[src/rtl/spi_link_pkg.sv]
// Shared SPI link definitions: word width and bit order, used by both the
// serializer of the output stage and the receiving deserializer.
package spi_link_pkg;

  localparam int unsigned WORD_W    = 16;
  localparam bit          MSB_FIRST = 1'b1;

  typedef logic [WORD_W-1:0] word_t;

  // Returns the shift register value after one more serial bit has arrived.
  function automatic word_t shift_in(word_t sr, logic b);
    return MSB_FIRST ? {sr[WORD_W-2:0], b} : {b, sr[WORD_W-1:1]};
  endfunction

endpackage

[src/rtl/input_process_spi_rx_if.sv]
// Serial-in / word-out bundle of input_process_spi_rx. The WORD_CNT and DROP_CNT
// members exist only when SPI_RX_STATS_EN is defined.
interface input_process_spi_rx_if #(
  parameter int unsigned DEPTH = 16
);

  logic                          RX_DATA;
  logic                          RX_LOAD;
  logic                          STOP;
  spi_link_pkg::word_t           DATA;
  logic                          VALID;
  logic                          READY;
  logic                          OVERFLOW;
  logic [$clog2(DEPTH):0]        LEVEL;
`ifdef SPI_RX_STATS_EN
  logic [15:0]                   WORD_CNT;
  logic [15:0]                   DROP_CNT;
`endif

  modport master (
    output RX_DATA, RX_LOAD, READY,
`ifdef SPI_RX_STATS_EN
    input  WORD_CNT, DROP_CNT,
`endif
    input  STOP, DATA, VALID, OVERFLOW, LEVEL
  );

  modport slave (
    input  RX_DATA, RX_LOAD, READY,
`ifdef SPI_RX_STATS_EN
    output WORD_CNT, DROP_CNT,
`endif
    output STOP, DATA, VALID, OVERFLOW, LEVEL
  );

endinterface

[src/rtl/sync_fifo_sa.sv]
// Show-ahead synchronous FIFO: head word is presented while valid, a write into
// an empty FIFO is visible the cycle after. Full writes without a pop are dropped.
module sync_fifo_sa #(
  parameter  int unsigned DEPTH = 16,
  parameter  int unsigned WIDTH = 16,
  localparam int unsigned AW    = $clog2(DEPTH)
) (
  input  logic             clk,
  input  logic             rst,
  input  logic             wr_en,
  input  logic [WIDTH-1:0] wr_data,
  input  logic             rd_en,
  output logic [WIDTH-1:0] rd_data,
  output logic             valid,
  output logic             wr_drop,
  output logic [AW:0]      level,
  output logic [AW:0]      level_next
);

  localparam logic [AW:0] FullLevel = DEPTH[AW:0];

  logic [WIDTH-1:0] mem_q [DEPTH];
  logic [AW-1:0]    wr_ptr_q, rd_ptr_q;
  logic [AW:0]      level_q;
  logic             full, pop, push;

  assign full    = (level_q == FullLevel);
  assign valid   = (level_q != '0);
  assign pop     = rd_en & valid;
  // A pop in the same cycle frees the slot the write needs.
  assign push    = wr_en & (~full | pop);
  assign wr_drop = wr_en & full & ~pop;
  assign rd_data = valid ? mem_q[rd_ptr_q] : '0;
  assign level   = level_q;

  always_comb begin
    level_next = level_q;
    if (push && !pop) begin
      level_next = level_q + 1'b1;
    end else if (pop && !push) begin
      level_next = level_q - 1'b1;
    end
  end

  always_ff @(posedge clk) begin
    if (push) begin
      mem_q[wr_ptr_q] <= wr_data;
    end
  end

  always_ff @(posedge clk or posedge rst) begin
    if (rst) begin
      wr_ptr_q <= '0;
      rd_ptr_q <= '0;
      level_q  <= '0;
    end else begin
      if (push) wr_ptr_q <= wr_ptr_q + 1'b1;
      if (pop)  rd_ptr_q <= rd_ptr_q + 1'b1;
      level_q <= level_next;
    end
  end

endmodule

[src/rtl/input_process_spi_rx.sv]
// Deserializes the SPI output stream into words, buffers them in a show-ahead FIFO
// and drives STOP back upstream. Define SPI_RX_STATS_EN for WORD_CNT/DROP_CNT.
module input_process_spi_rx
  import spi_link_pkg::*;
#(
  parameter int unsigned DEPTH       = 16,
  parameter int unsigned STOP_MARGIN = 3
) (
  input logic                   CLK,
  input logic                   RST,
  input_process_spi_rx_if.slave bus
);

  word_t                  sr_q, capture_word;
  logic                   stop_q, stop_d, overflow_q, drop;
  logic [$clog2(DEPTH):0] level_next;

  // Framing comes only from RX_LOAD; the capture word includes the bit on the line now.
  assign capture_word = shift_in(sr_q, bus.RX_DATA);

  always_ff @(posedge CLK or posedge RST) begin
    if (RST) begin
      sr_q <= '0;
    end else begin
      sr_q <= capture_word;
    end
  end

  sync_fifo_sa #(
    .DEPTH (DEPTH),
    .WIDTH (WORD_W)
  ) u_fifo (
    .clk        (CLK),
    .rst        (RST),
    .wr_en      (bus.RX_LOAD),
    .wr_data    (capture_word),
    .rd_en      (bus.READY),
    .rd_data    (bus.DATA),
    .valid      (bus.VALID),
    .wr_drop    (drop),
    .level      (bus.LEVEL),
    .level_next (level_next)
  );

  // level_next never exceeds DEPTH, so the subtraction cannot wrap.
  assign stop_d = (DEPTH - 32'(level_next)) <= STOP_MARGIN;

  always_ff @(posedge CLK or posedge RST) begin
    if (RST) begin
      stop_q     <= 1'b0;
      overflow_q <= 1'b0;
    end else begin
      stop_q <= stop_d;
      if (drop) overflow_q <= 1'b1;
    end
  end

  assign bus.STOP     = stop_q;
  assign bus.OVERFLOW = overflow_q;

`ifdef SPI_RX_STATS_EN
  logic [15:0] word_cnt_q, drop_cnt_q;

  always_ff @(posedge CLK or posedge RST) begin
    if (RST) begin
      word_cnt_q <= '0;
      drop_cnt_q <= '0;
    end else begin
      if (bus.RX_LOAD) word_cnt_q <= word_cnt_q + 1'b1;
      if (drop)        drop_cnt_q <= drop_cnt_q + 1'b1;
    end
  end

  assign bus.WORD_CNT = word_cnt_q;
  assign bus.DROP_CNT = drop_cnt_q;
`endif

endmodule

[src/flat_wrapper.sv]
// flat-port wrapper written by rule: the top's interface ports become plain ports
module input_process_spi_rx_flat import spi_link_pkg::*;
#(
  parameter int unsigned DEPTH       = 16,
  parameter int unsigned STOP_MARGIN = 3
)
  (CLK, RST, bus_RX_DATA, bus_RX_LOAD, bus_READY, bus_STOP, bus_DATA, bus_VALID, bus_OVERFLOW, bus_LEVEL);
  input_process_spi_rx_if #(.DEPTH(DEPTH)) bus_i ();
  input logic CLK;
  input logic RST;
  input wire logic [$bits(bus_i.RX_DATA)-1:0] bus_RX_DATA;
  input wire logic [$bits(bus_i.RX_LOAD)-1:0] bus_RX_LOAD;
  input wire logic [$bits(bus_i.READY)-1:0] bus_READY;
  output wire logic [$bits(bus_i.STOP)-1:0] bus_STOP;
  output wire logic [$bits(bus_i.DATA)-1:0] bus_DATA;
  output wire logic [$bits(bus_i.VALID)-1:0] bus_VALID;
  output wire logic [$bits(bus_i.OVERFLOW)-1:0] bus_OVERFLOW;
  output wire logic [$bits(bus_i.LEVEL)-1:0] bus_LEVEL;
  assign bus_i.RX_DATA = bus_RX_DATA;
  assign bus_i.RX_LOAD = bus_RX_LOAD;
  assign bus_i.READY = bus_READY;
  assign bus_STOP = bus_i.STOP;
  assign bus_DATA = bus_i.DATA;
  assign bus_VALID = bus_i.VALID;
  assign bus_OVERFLOW = bus_i.OVERFLOW;
  assign bus_LEVEL = bus_i.LEVEL;
  input_process_spi_rx #(.DEPTH(DEPTH), .STOP_MARGIN(STOP_MARGIN)) u_core (.CLK(CLK), .RST(RST), .bus(bus_i));
endmodule
[config.mk]
export PLATFORM = sky130hd
export DESIGN_NAME = input_process_spi_rx_flat
export DESIGN_NICKNAME = d
export VERILOG_FILES = /design/src/rtl/spi_link_pkg.sv /design/src/rtl/input_process_spi_rx_if.sv /design/src/rtl/sync_fifo_sa.sv /design/src/rtl/input_process_spi_rx.sv /design/src/flat_wrapper.sv
export SDC_FILE = /design/constraint.sdc
export NUM_CORES = 1
export LEC_CHECK = 0
export BUFFER_PORTS_ARGS = -buffer_cell sky130_fd_sc_hd__buf_4
export CAP_MARGIN = 5
export CORE_MARGIN = 2
export CORE_UTILIZATION = 52
export CTS_BUF_LIST = sky130_fd_sc_hd__clkbuf_4 sky130_fd_sc_hd__clkbuf_8
export CTS_CLUSTER_SIZE = 16
export DETAILED_ROUTE_END_ITERATION = 12
export HOLD_SLACK_MARGIN = 0.15
export PLACE_DENSITY = 0.68
export RECOVER_POWER = 100
export SLEW_MARGIN = 20
export SYNTH_ARGS = -nofsm -noshare
export SYNTH_HDL_FRONTEND = slang
export SYNTH_HIERARCHICAL = 1
export SYNTH_SLANG_ARGS = --single-unit
export TNS_END_PERCENT = 1
[constraint.sdc]
create_clock -name CLK -period 3.06 [get_ports CLK]
set_input_delay 0.153 -clock CLK [delete_from_list [all_inputs] [get_ports CLK]]
set_output_delay 0.153 -clock CLK [all_outputs]
set_load 0.005 [all_outputs]
==> reports/results.ini, run 1 <==
[sta]
layout_min_cycle_time_ns=3.02
finalSetupViolCount=0
finalHoldViolCount=0
rsz0062_at_grt=yes
max_freq_ghz=0.331
timing.final.crit_share_pct=98.8
holdWs_ns=0.212
skew_ns=0.0294
drv_slew=0
worst_pin_slew_ns=0.881
slew_headroom_pct=41.2

[grt]
overflow=0
grt_pass1_wl_mm=34.6
grt_use_met2_pct=34.0
grt_max_degree=36
grt_antenna_before_repair=0
grt_pass1_vias=5866
met1_usage_pct=30.8
grt_usage_pct=21.4
grtUsageMet3_pct=3.67
grt-busiest-layer=met2

[die]
core.rowCount=53
die_w_um=149
num_io_pins=29
start_util_pct=52.5
die_h_um=149
dieArea_um2=22300
coreArea_um2=20900

[routing]
wl_per_cell_um=25.0
drt_first_pass_iters=5
postRouteAntennaNets=0
wl_mm=23.0
vias=5402
via_per_inst=5.88
drtIter0Drc=451
drc=0

[setup_path]
path_common_cell=buf_4
crit_type=reg -> out
r2r_end=u_core/u_fifo/mem_q[7][15]
path_depth=8
endpoint_kind=primary output
cp_cell_sequence=inv_1 -> ha_1 -> nor4b_4 -> nor3b_2 -> buf_4 -> a22oi_1 -> o221ai_1 -> buf_4
r2r-start=u_core/u_fifo/level[0]
critPathTopFamily=simple AND/OR/NAND/NOR gates
cp-start-kind=flip-flop
cpPeakStageDelay_ns=0.60
required_ns=2.91
cp.arrival_ns=2.87
reg2regPathDepth=7
cp_max_fo=10
crit_buf_inv=3
crit_slowest_cell=nor3b_2
timing.reg2reg.setup_slack_ns=0.19

[place]
portBuffers=28
placed_area_um2=11700
globalplace.congestion=0.789
hpwl_mm=13.6

[finish]
n_fill_cell=1515
multi_input_area_um2=2260
seq_area_um2=8440
syn_to_final_growth_pct=15.0
stdcell_area_um2=12600
nets=623
drive_above_1_share_pct=33.3
diodes=0

[clock_tree]
root_buffer=clkbuf_8
clkTransAtPathRegs_ns=0.06
clk_latency_ns=0.56
clk_path_buf_depth=3
cts_made_buffers=46
cts_tree=built
h-tree-depth=2
cts.sinks=286

[synth]
synth_compound_area_share_pct=3.08
synth_top_family_by_area=multiplexers
netlist_top_cells_area=edfxtp_1 (70%), mux4_2 (13%), dfrtp_1 (6.8%), inv_1 (1.3%), o221ai_1 (1.3%)
yosys.area.top_type=edfxtp_1
ys_warn_count=6
yosys.area_share.simple_pct=2.60
synth_cell_type_count=44
ys_top_cells_by_count=edfxtp_1 (256), mux4_2 (64), inv_1 (38)
synth-async-reset-ratio_pct=10.5
syn_nets=533
synth_flop_cell=edfxtp_1
synth-seq-cells=286
synth_most_common_cell=edfxtp_1
synth_fa_ha_area_share_pct=0.798
synth_area_um2=11000
avgSynthCellArea_um2=21.1
syn_inst=521
synth_xor_area_share_pct=0.718
synth_top_area_share_pct=70.1
synth_edf_count=256
yosysSeqAreaShare_pct=76.9
muxShareOfSynthArea_pct=13.3

[power]
pwr-share-comb_pct=29.2
seq_power_share_pct=43.4
p_leak_nw=4.35
sw_frac_of_total_pct=29.8
p_int_w=0.00818
power_w=0.0117
p_clk_share_pct=27.4
peakVddDrop_mv=0.483
p_sw_w=0.00348
p_per_area_nw_per_um2=925

[worst_hold_path]
holdCritPathClass=in -> async

[run]
drv_cap=0

[status]
status=complete, no violations

## how the worst max path moves through the flow
stage,endpoint,start
3_3_place_gp,bus_DATA[6],u_core/u_fifo/rd_ptr_q[0]
2_1_floorplan,u_core/u_fifo/mem_q[3][0],u_core/u_fifo/level[0]
5_1_grt,bus_DATA[14],u_core/u_fifo/level[0]
6_report,bus_DATA[14],u_core/u_fifo/level[0]
3_5_place_dp,u_core/bus.STOP,u_core/u_fifo/level[1]
4_1_cts,bus_DATA[14],u_core/u_fifo/level[0]
## worst min-delay path: cells and delay by family
family	cells	cell delay (ns)
buf+inv	3	1.06
## routing by layer
| layer | vias up | wire length (µm) |
|---|---|---|
| met4 | 0 | 378 |
| met1 | 2859 | 9660 |
| met2 | 215 | 11300 |
| li1 | 2299 | - |
| met5 | - | 0 |
| met3 | 29 | 1620 |
## layout by cell type (no fill, tap or decap), types with 3 or more instances in the layout
| cell | count |
|---|---|
| nor3_1 | 3 |
| clkbuf_8 | 51 |
| buf_12 | 3 |
| dlygate4sd3_1 | 4 |
| a21oi_1 | 3 |
| a22oi_1 | 16 |
| nor3_2 | 3 |
| buf_4 | 27 |
| nor2_1 | 13 |
| dfrtp_1 | 29 |
| nand2_1 | 8 |
| mux4_2 | 64 |
| inv_1 | 38 |
| ha_1 | 7 |
| nand3_1 | 3 |
| edfxtp_1 | 256 |
| clkbuf_4 | 44 |
| o221ai_1 | 16 |
| clkbuf_2 | 8 |
| xnor2_1 | 8 |
## kinds of logic after synthesis
group,count (synthesis)
AND/OR/NAND/NOR,47
flip-flops,286
adder cells (fa/ha/maj),7
buffers and inverters,63
AO/OA/AOI/OAI,43
multiplexers,66
XOR/XNOR,9
## cell type report
| class | count | area share (%) |
|---|---|---|
| Multi-Input combinational cell | 172 | 17.9 |
| Tap cell | 275 | 2.73 |
| Clock inverter | 6 | 0.288 |
| Sequential cell | 286 | 66.9 |
| Clock buffer | 74 | 6.93 |
| Inverter | 39 | 1.16 |
| Timing Repair Buffer | 66 | 4.07 |
## metrics by stage
stage                     util [%]  std cells  setup WS (ns)  TNS, ns
after global routing          60.4        918        -0.0687   -0.684
final                         60.4        918         0.0358        0
after global placement        56.0        833          0.631        0
after CTS                     60.5        917        0.00174        0
after detailed placement      56.0        833          0.486        0
after floorplan                  -        521          0.188        0
## flip-flops by register name, summed over array words and instances, names as in the netlist
signal                  count
u_core/bus.OVERFLOW         1
u_core/bus.STOP             1
u_core/sr_q                15
u_core/u_fifo/level         5
u_core/u_fifo/mem_q       256
u_core/u_fifo/rd_ptr_q      4
u_core/u_fifo/wr_ptr_q      4
## power by group through the flow
| stage | Sequential (W) | Clock [W] | Combinational [W] |
|---|---|---|---|
| final | 0.00506 | 0.00319 | 0.00341 |
| after global routing | 0.00511 | 0.00343 | 0.00369 |
| after detailed placement | 0.00520 | 0 | 0.00337 |
| after CTS | 0.00512 | 0.00326 | 0.00338 |
| after floorplan | 0.00493 | 0 | 0.00228 |
| after global placement | 0.00516 | 0 | 0.00330 |
## what timing repair did
action / in CTS / in global routing
setup endpoints to repair: 0 / 14
hold buffers: 4 / 0
gates resized for setup: 0 / 0
setup buffers: 0 / 1
hold endpoints to repair: 58 / 0
Power figures use the tool's default switching activity.
==> run 2: changes to the inputs <==
- clock period: 3.06 -> 3.1 ns (I/O delays scaled with it)
==> run 2 against run 1 <==
Net effect: sequential share of layout area is 0.15 points higher; design area is 0.23% lower; critical path depth stayed put; register-to-register slack better by 0.13 ns; critical endpoint unchanged; largest cell class unchanged.
==> reports/results.ini, run 2 (synthesized netlist as in run 1, its figures left out) <==
[clock_tree]
cts_tree=built  ; unchanged
clk_path_buf_depth=3  ; unchanged
cts.sinks=286  ; unchanged
root_buffer=clkbuf_8  ; unchanged
cts-resized-gates=0  ; unchanged
cts_made_buffers=44  ; was 46
clk_latency_ns=0.55  ; was 0.56 ns
clkTransAtPathRegs_ns=0.06  ; about the same
h-tree-depth=2  ; unchanged

[grt]
grt_antenna_before_repair=0  ; unchanged
grt_max_degree=36  ; unchanged
grt_pass1_wl_mm=34.0  ; was 34.6 mm
grt_pass1_vias=5712  ; was 5,866
grt_usage_pct=21.1  ; was 21.4%
overflow=0  ; unchanged

[finish]
largest_reg_flops=256  ; unchanged
layout_common_cells=edfxtp_1 (256), mux4_2 (64), clkbuf_8 (50)  ; was edfxtp_1 (256), mux4_2 (64), clkbuf_8 (51)
final_common_cell=edfxtp_1  ; unchanged
top_register=u_core/u_fifo/mem_q  ; unchanged
multi_input_area_um2=2240  ; was 2260 µm²
nets=618  ; was 623
utilization_pct=60.3  ; was 60.4%
seq_area_um2=8440  ; unchanged
syn_to_final_growth_pct=14.7  ; was 15.0%
n_fill_cell=1474  ; was 1,515
diodes=0  ; unchanged
drive_above_1_share_pct=31.0  ; was 33.3%

[die]
die_w_um=149  ; unchanged
die_h_um=149  ; unchanged
core.rowCount=53  ; unchanged
num_io_pins=29  ; unchanged
dieArea_um2=22300  ; unchanged
start_util_pct=52.5  ; unchanged
coreArea_um2=20900  ; unchanged

[power]
p_leak_nw=4.32  ; was 4.35 nW
p_per_area_nw_per_um2=927  ; was 925 nW/µm²
peakVddDrop_mv=0.517  ; was 0.483 mV

[routing]
drtIter0Drc=478  ; was 451
drt_first_pass_iters=5  ; unchanged
wl_per_cell_um=24.3  ; was 25.0 µm
via_per_inst=5.90  ; was 5.88
drc=0  ; unchanged
postRouteAntennaNets=0  ; unchanged
wl_mm=22.3  ; was 23.0 mm
vias=5409  ; was 5,402

[sta]
timing.final.crit_share_pct=94.6
setup_tns_ns=0  ; unchanged
worst_pin_slew_ns=0.796  ; was 0.881 ns
finalSetupViolCount=0  ; unchanged
layout_min_cycle_time_ns=2.93
skew_ns=0.0223  ; was 0.0294 ns
finalHoldViolCount=0  ; unchanged
drv_slew=0  ; unchanged
rsz0062_at_grt=no  ; was yes
holdWs_ns=0.204  ; was 0.212 ns
slew_headroom_pct=46.9  ; was 41.2%
max_freq_ghz=0.341

[run]
drv_cap=0  ; unchanged

[setup_path]
r2r-start=u_core/u_fifo/level[0]  ; unchanged
crit_type=reg -> out  ; unchanged
crit_slowest_cell=dfrtp_1  ; was nor3b_2
endpoint_kind=primary output  ; unchanged
cp_max_fo=16  ; was 10
cp_cell_sequence=inv_1 -> ha_1 -> nor4b_4 -> nor3b_1 -> buf_4 -> a22oi_1 -> o221ai_1 -> clkbuf_4  ; was inv_1 -> ha_1 -> nor4b_4 -> nor3b_2 -> buf_4 -> a22oi_1 -> o221ai_1 -> buf_4
cp-start-kind=flip-flop  ; unchanged
cp.arrival_ns=2.78  ; was 2.87 ns
reg2regPathDepth=7  ; unchanged
r2r_end=u_core/u_fifo/mem_q[11][13]  ; was u_core/u_fifo/mem_q[7][15]
timing.reg2reg.setup_slack_ns=0.32  ; was 0.19 ns
cpPeakStageDelay_ns=0.44  ; was 0.60 ns
required_ns=2.94  ; was 2.91 ns

[worst_hold_path]
holdCritPathClass=in -> async  ; unchanged

[status]
status=complete, no violations  ; unchanged

[place]
globalplace.congestion=0.783  ; was 0.789
portBuffers=28  ; unchanged
hpwl_mm=13.2  ; was 13.6 mm

run 2: power breakdown:
part | switching, W | leakage (nW) | internal [W]
Sequential | 0.000293 | 2.67 | 0.00466
Combinational | 0.00175 | 1.12 | 0.00156
Clock | 0.00139 | 0.530 | 0.00201
Total | 0.00343 | 4.32 | 0.00823
run 2: routing by layer:
layer	part of all wire (%)	vias up	track usage [%]
met5	0	-	0
met4	1.6	0	6.24
met3	6.9	35	5.14
met2	48	205	32.4
met1	43	2875	30.5
li1	-	2294	-
run 2: worst max-delay path by stage:
stage | start | to | slack (ns) | cells after the start
3_5_place_dp | u_core/u_fifo/level[0] | u_core/bus.STOP | 0.60 | 8
5_1_grt | u_core/u_fifo/level[1] | bus_DATA[14] | 0.02 | 8
3_3_place_gp | u_core/u_fifo/level[0] | u_core/bus.STOP | 0.72 | 8
6_report | u_core/u_fifo/level[0] | bus_DATA[14] | 0.17 | 8
4_1_cts | u_core/u_fifo/rd_ptr_q[0] | bus_DATA[9] | 0.11 | 5
2_1_floorplan | u_core/u_fifo/level[0] | u_core/u_fifo/mem_q[3][0] | 0.23 | 6
run 2: per-stage QoR:
step / area (µm²) / power, W / std cells / setup slack, ns
floorplan: 11000 / 0.00711 / 521 / 0.228
global placement: 11700 / 0.00836 / 830 / 0.716
detailed placement: 11700 / 0.00843 / 830 / 0.598
CTS: 12700 / 0.0118 / 916 / 0.112
global route: 12600 / 0.0122 / 917 / 0.0240
finish: 12600 / 0.0117 / 917 / 0.168
run 2: area by class of cell:
cell class,count,share of cell area (%)
Inverter,39,1.16
Clock buffer,66,6.42
Timing Repair Buffer,63,3.36
Tap cell,275,2.73
Sequential cell,286,67.1
Clock inverter,16,1.43
Multi-Input combinational cell,172,17.8
run 2: critical path: cells and delay by family, from the launching register on:
| kind | cells | cell delay (ns) |
|---|---|---|
| adders and majority gates | 1 | 0.19 |
| AOI/OAI and AO/OA | 2 | 0.61 |
| buffers and inverters | 3 | 0.54 |
| and+or+nand+nor | 2 | 0.45 |
| DFF | 1 | 0.44 |
run 2: repair_timing:
action / in CTS / in global routing
hold endpoints to repair: 59 / 0
setup buffers: 0 / 1
setup endpoints to repair: 0 / 1
hold buffers: 4 / 0
==> run 3: changes to the inputs <==
- PLACE_DENSITY: 0.68 -> unset
- PLACE_DENSITY_LB_ADDON: unset -> 0.08
==> run 3 against run 2 <==
Net effect: sequential cell count stayed put; fmax down 1.7%; die area is the same; sequential power is essentially flat; combinational power grew 2%; register-to-register slack lost 0.03 ns; clock skew decreased by 0.0029 ns; hold slack better by 0.036 ns; non-clock buffer count up 2; setup slack got worse by 0.051 ns.
==> reports/results.ini, run 3 (synthesized netlist as in run 1, its figures left out) <==
[sta]
fin_ws_ns=0.116  ; was 0.168 ns
worst_pin_slew_ns=0.867  ; was 0.796 ns
rsz0062_at_grt=yes  ; was no
finalHoldViolCount=0  ; unchanged
layout_min_cycle_time_ns=2.98  ; was 2.93 ns
setup_tns_ns=0  ; unchanged
slew_headroom_pct=42.1  ; was 46.9%
max_freq_ghz=0.335  ; was 0.341 GHz
drv_slew=0  ; unchanged
finalSetupViolCount=0  ; unchanged
skew_ns=0.0194  ; was 0.0223 ns
timing.final.crit_share_pct=96.2  ; was 94.6%

[setup_path]
endpoint_kind=primary output  ; unchanged
cp_max_fo=10  ; was 16
path_common_cell=buf_4
cp-start-kind=flip-flop  ; unchanged
crit_buf_inv=3  ; unchanged
cp.arrival_ns=2.83  ; was 2.78 ns
cpPeakStageDelay_ns=0.57  ; was 0.44 ns
crit_type=reg -> out  ; unchanged
cp_cell_sequence=inv_1 -> ha_1 -> nor4b_4 -> nor3b_2 -> buf_4 -> a22oi_1 -> o221ai_1 -> buf_4  ; was inv_1 -> ha_1 -> nor4b_4 -> nor3b_1 -> buf_4 -> a22oi_1 -> o221ai_1 -> clkbuf_4
crit_slowest_cell=nor3b_2  ; was dfrtp_1
required_ns=2.94  ; about the same
critPathTopFamily=simple AND/OR/NAND/NOR gates  ; was compound AO/OA/AOI/OAI gates

[finish]
final_common_cell=edfxtp_1  ; unchanged
utilization_pct=60.0  ; was 60.3%
drive_above_1_share_pct=31.4  ; was 31.0%
diodes=0  ; unchanged
seq_area_um2=8440  ; unchanged
largest_reg_flops=256  ; unchanged
n_fill_cell=1616  ; was 1,474
layout_common_cells=edfxtp_1 (256), mux4_2 (64), clkbuf_8 (51)  ; was edfxtp_1 (256), mux4_2 (64), clkbuf_8 (50)
multi_input_area_um2=2260  ; was 2240 µm²
stdcell_area_um2=12500  ; was 12,600 µm²
syn_to_final_growth_pct=14.2  ; was 14.7%
nets=620  ; was 618
top_register=u_core/u_fifo/mem_q  ; unchanged

[place]
hpwl_mm=13.6  ; was 13.2 mm
placed_area_um2=11700  ; about the same
globalplace.congestion=0.794  ; was 0.783
portBuffers=28  ; unchanged
dp_slack_ns=0.557  ; was 0.598 ns

[worst_hold_path]
holdCritPathClass=in -> async  ; unchanged

[die]
num_io_pins=29  ; unchanged
die_h_um=149  ; unchanged
dieArea_um2=22300  ; unchanged
die_w_um=149  ; unchanged
start_util_pct=52.5  ; unchanged
coreArea_um2=20900  ; unchanged
core.rowCount=53  ; unchanged

[routing]
drc=0  ; unchanged
wl_mm=23.1  ; was 22.3 mm
drtIter0Drc=442  ; was 478
postRouteAntennaNets=0  ; unchanged
wl_per_cell_um=25.1  ; was 24.3 µm
vias=5219  ; was 5,409
via_per_inst=5.68  ; was 5.90
drt_first_pass_iters=4  ; was 5

[power]
power_w=0.0114  ; was 0.0117 W
pwr-share-comb_pct=29.5  ; was 28.4%
p_per_area_nw_per_um2=910  ; was 927 nW/µm²
p_sw_w=0.00347  ; was 0.00343 W
seq_power_share_pct=43.5  ; was 42.4%
p_leak_nw=4.30  ; was 4.32 nW
sw_frac_of_total_pct=30.5  ; was 29.4%
p_int_w=0.00793  ; was 0.00823 W
peakVddDrop_mv=0.454  ; was 0.517 mV
p_clk_share_pct=27.0  ; was 29.1%

[clock_tree]
h-tree-depth=2  ; unchanged
cts.sinks=286  ; unchanged
cts_made_buffers=44  ; unchanged
clk_path_buf_depth=3  ; unchanged
clkTransAtPathRegs_ns=0.06  ; about the same
clk_latency_ns=0.54  ; was 0.55 ns
root_buffer=clkbuf_8  ; unchanged
cts-resized-gates=0  ; unchanged
cts_tree=built  ; unchanged

[grt]
grt_antenna_before_repair=0  ; unchanged
grt_usage_pct=21.7  ; was 21.1%
grt_max_degree=33  ; was 36
overflow=0  ; unchanged
grt_pass1_vias=5561  ; was 5,712
grt_pass1_wl_mm=34.5  ; was 34.0 mm

[run]
drv_cap=0  ; unchanged

[status]
status=complete, no violations  ; unchanged

[run 3: worst paths after layout]
kind	slack [ns]	to	cells after the start	startpoint
min	0.24	u_core/u_fifo/rd_ptr_q[0]	3	RST
min reg2reg	0.48	u_core/bus.OVERFLOW	1	u_core/bus.OVERFLOW
min in group CLK	0.48	u_core/bus.OVERFLOW	1	u_core/bus.OVERFLOW
max in group asynchronous	2.18	u_core/sr_q[11]	3	RST
max	0.12	bus_DATA[13]	8	u_core/u_fifo/level[0]
max reg2reg	0.29	u_core/u_fifo/mem_q[13][8]	7	u_core/u_fifo/level[0]
[run 3: per-stage QoR]
step / std cells / hold WS (ns)
2_1_floorplan: 521 / 0.0320
3_3_place_gp: 832 / 0.230
3_5_place_dp: 832 / 0.234
4_1_cts: 918 / 0.219
5_1_grt: 919 / 0.260
6_report: 919 / 0.240
[run 3: area by class of cell]
cell class,instances,area share [%]
Multi-Input combinational cell,172,18.1
Clock buffer,58,6.02
Sequential cell,286,67.4
Clock inverter,24,1.09
Timing Repair Buffer,65,3.54
Inverter,39,1.17
Tap cell,275,2.75
[run 3: power by group through the flow]
stage	clock network (W)	logic [W]	registers [W]
3_3_place_gp	0	0.00336	0.00508
3_5_place_dp	0	0.00338	0.00510
2_1_floorplan	0	0.00225	0.00487
6_report	0.00308	0.00337	0.00496
4_1_cts	0.00315	0.00340	0.00503
5_1_grt	0.00334	0.00364	0.00502
[run 3: per-layer routing]
metal	vias up	track usage, %	wire (µm)
met5	-	0	0
met2	163	34.5	11500
met1	2735	31.4	9710
li1	2300	-	-
met4	0	5.67	340
met3	21	4.31	1520
[run 3: worst reg2reg max path, cell delays in order (launching register included)]
cell      delay (ns)
dfrtp_1         0.44
inv_1           0.07
ha_1            0.23
nor3b_2         0.20
a21boi_2        0.37
nand2_1         0.21
nor2_1          0.51
clkbuf_2        0.45
[run 3: repair_timing]
| item | CTS | global route |
|---|---|---|
| buffers inserted | 0 | 1 |
| hold buffers | 4 | 0 |
| endpoints found under the setup margin | 0 | 12 |
| hold endpoints to repair | 57 | 0 |
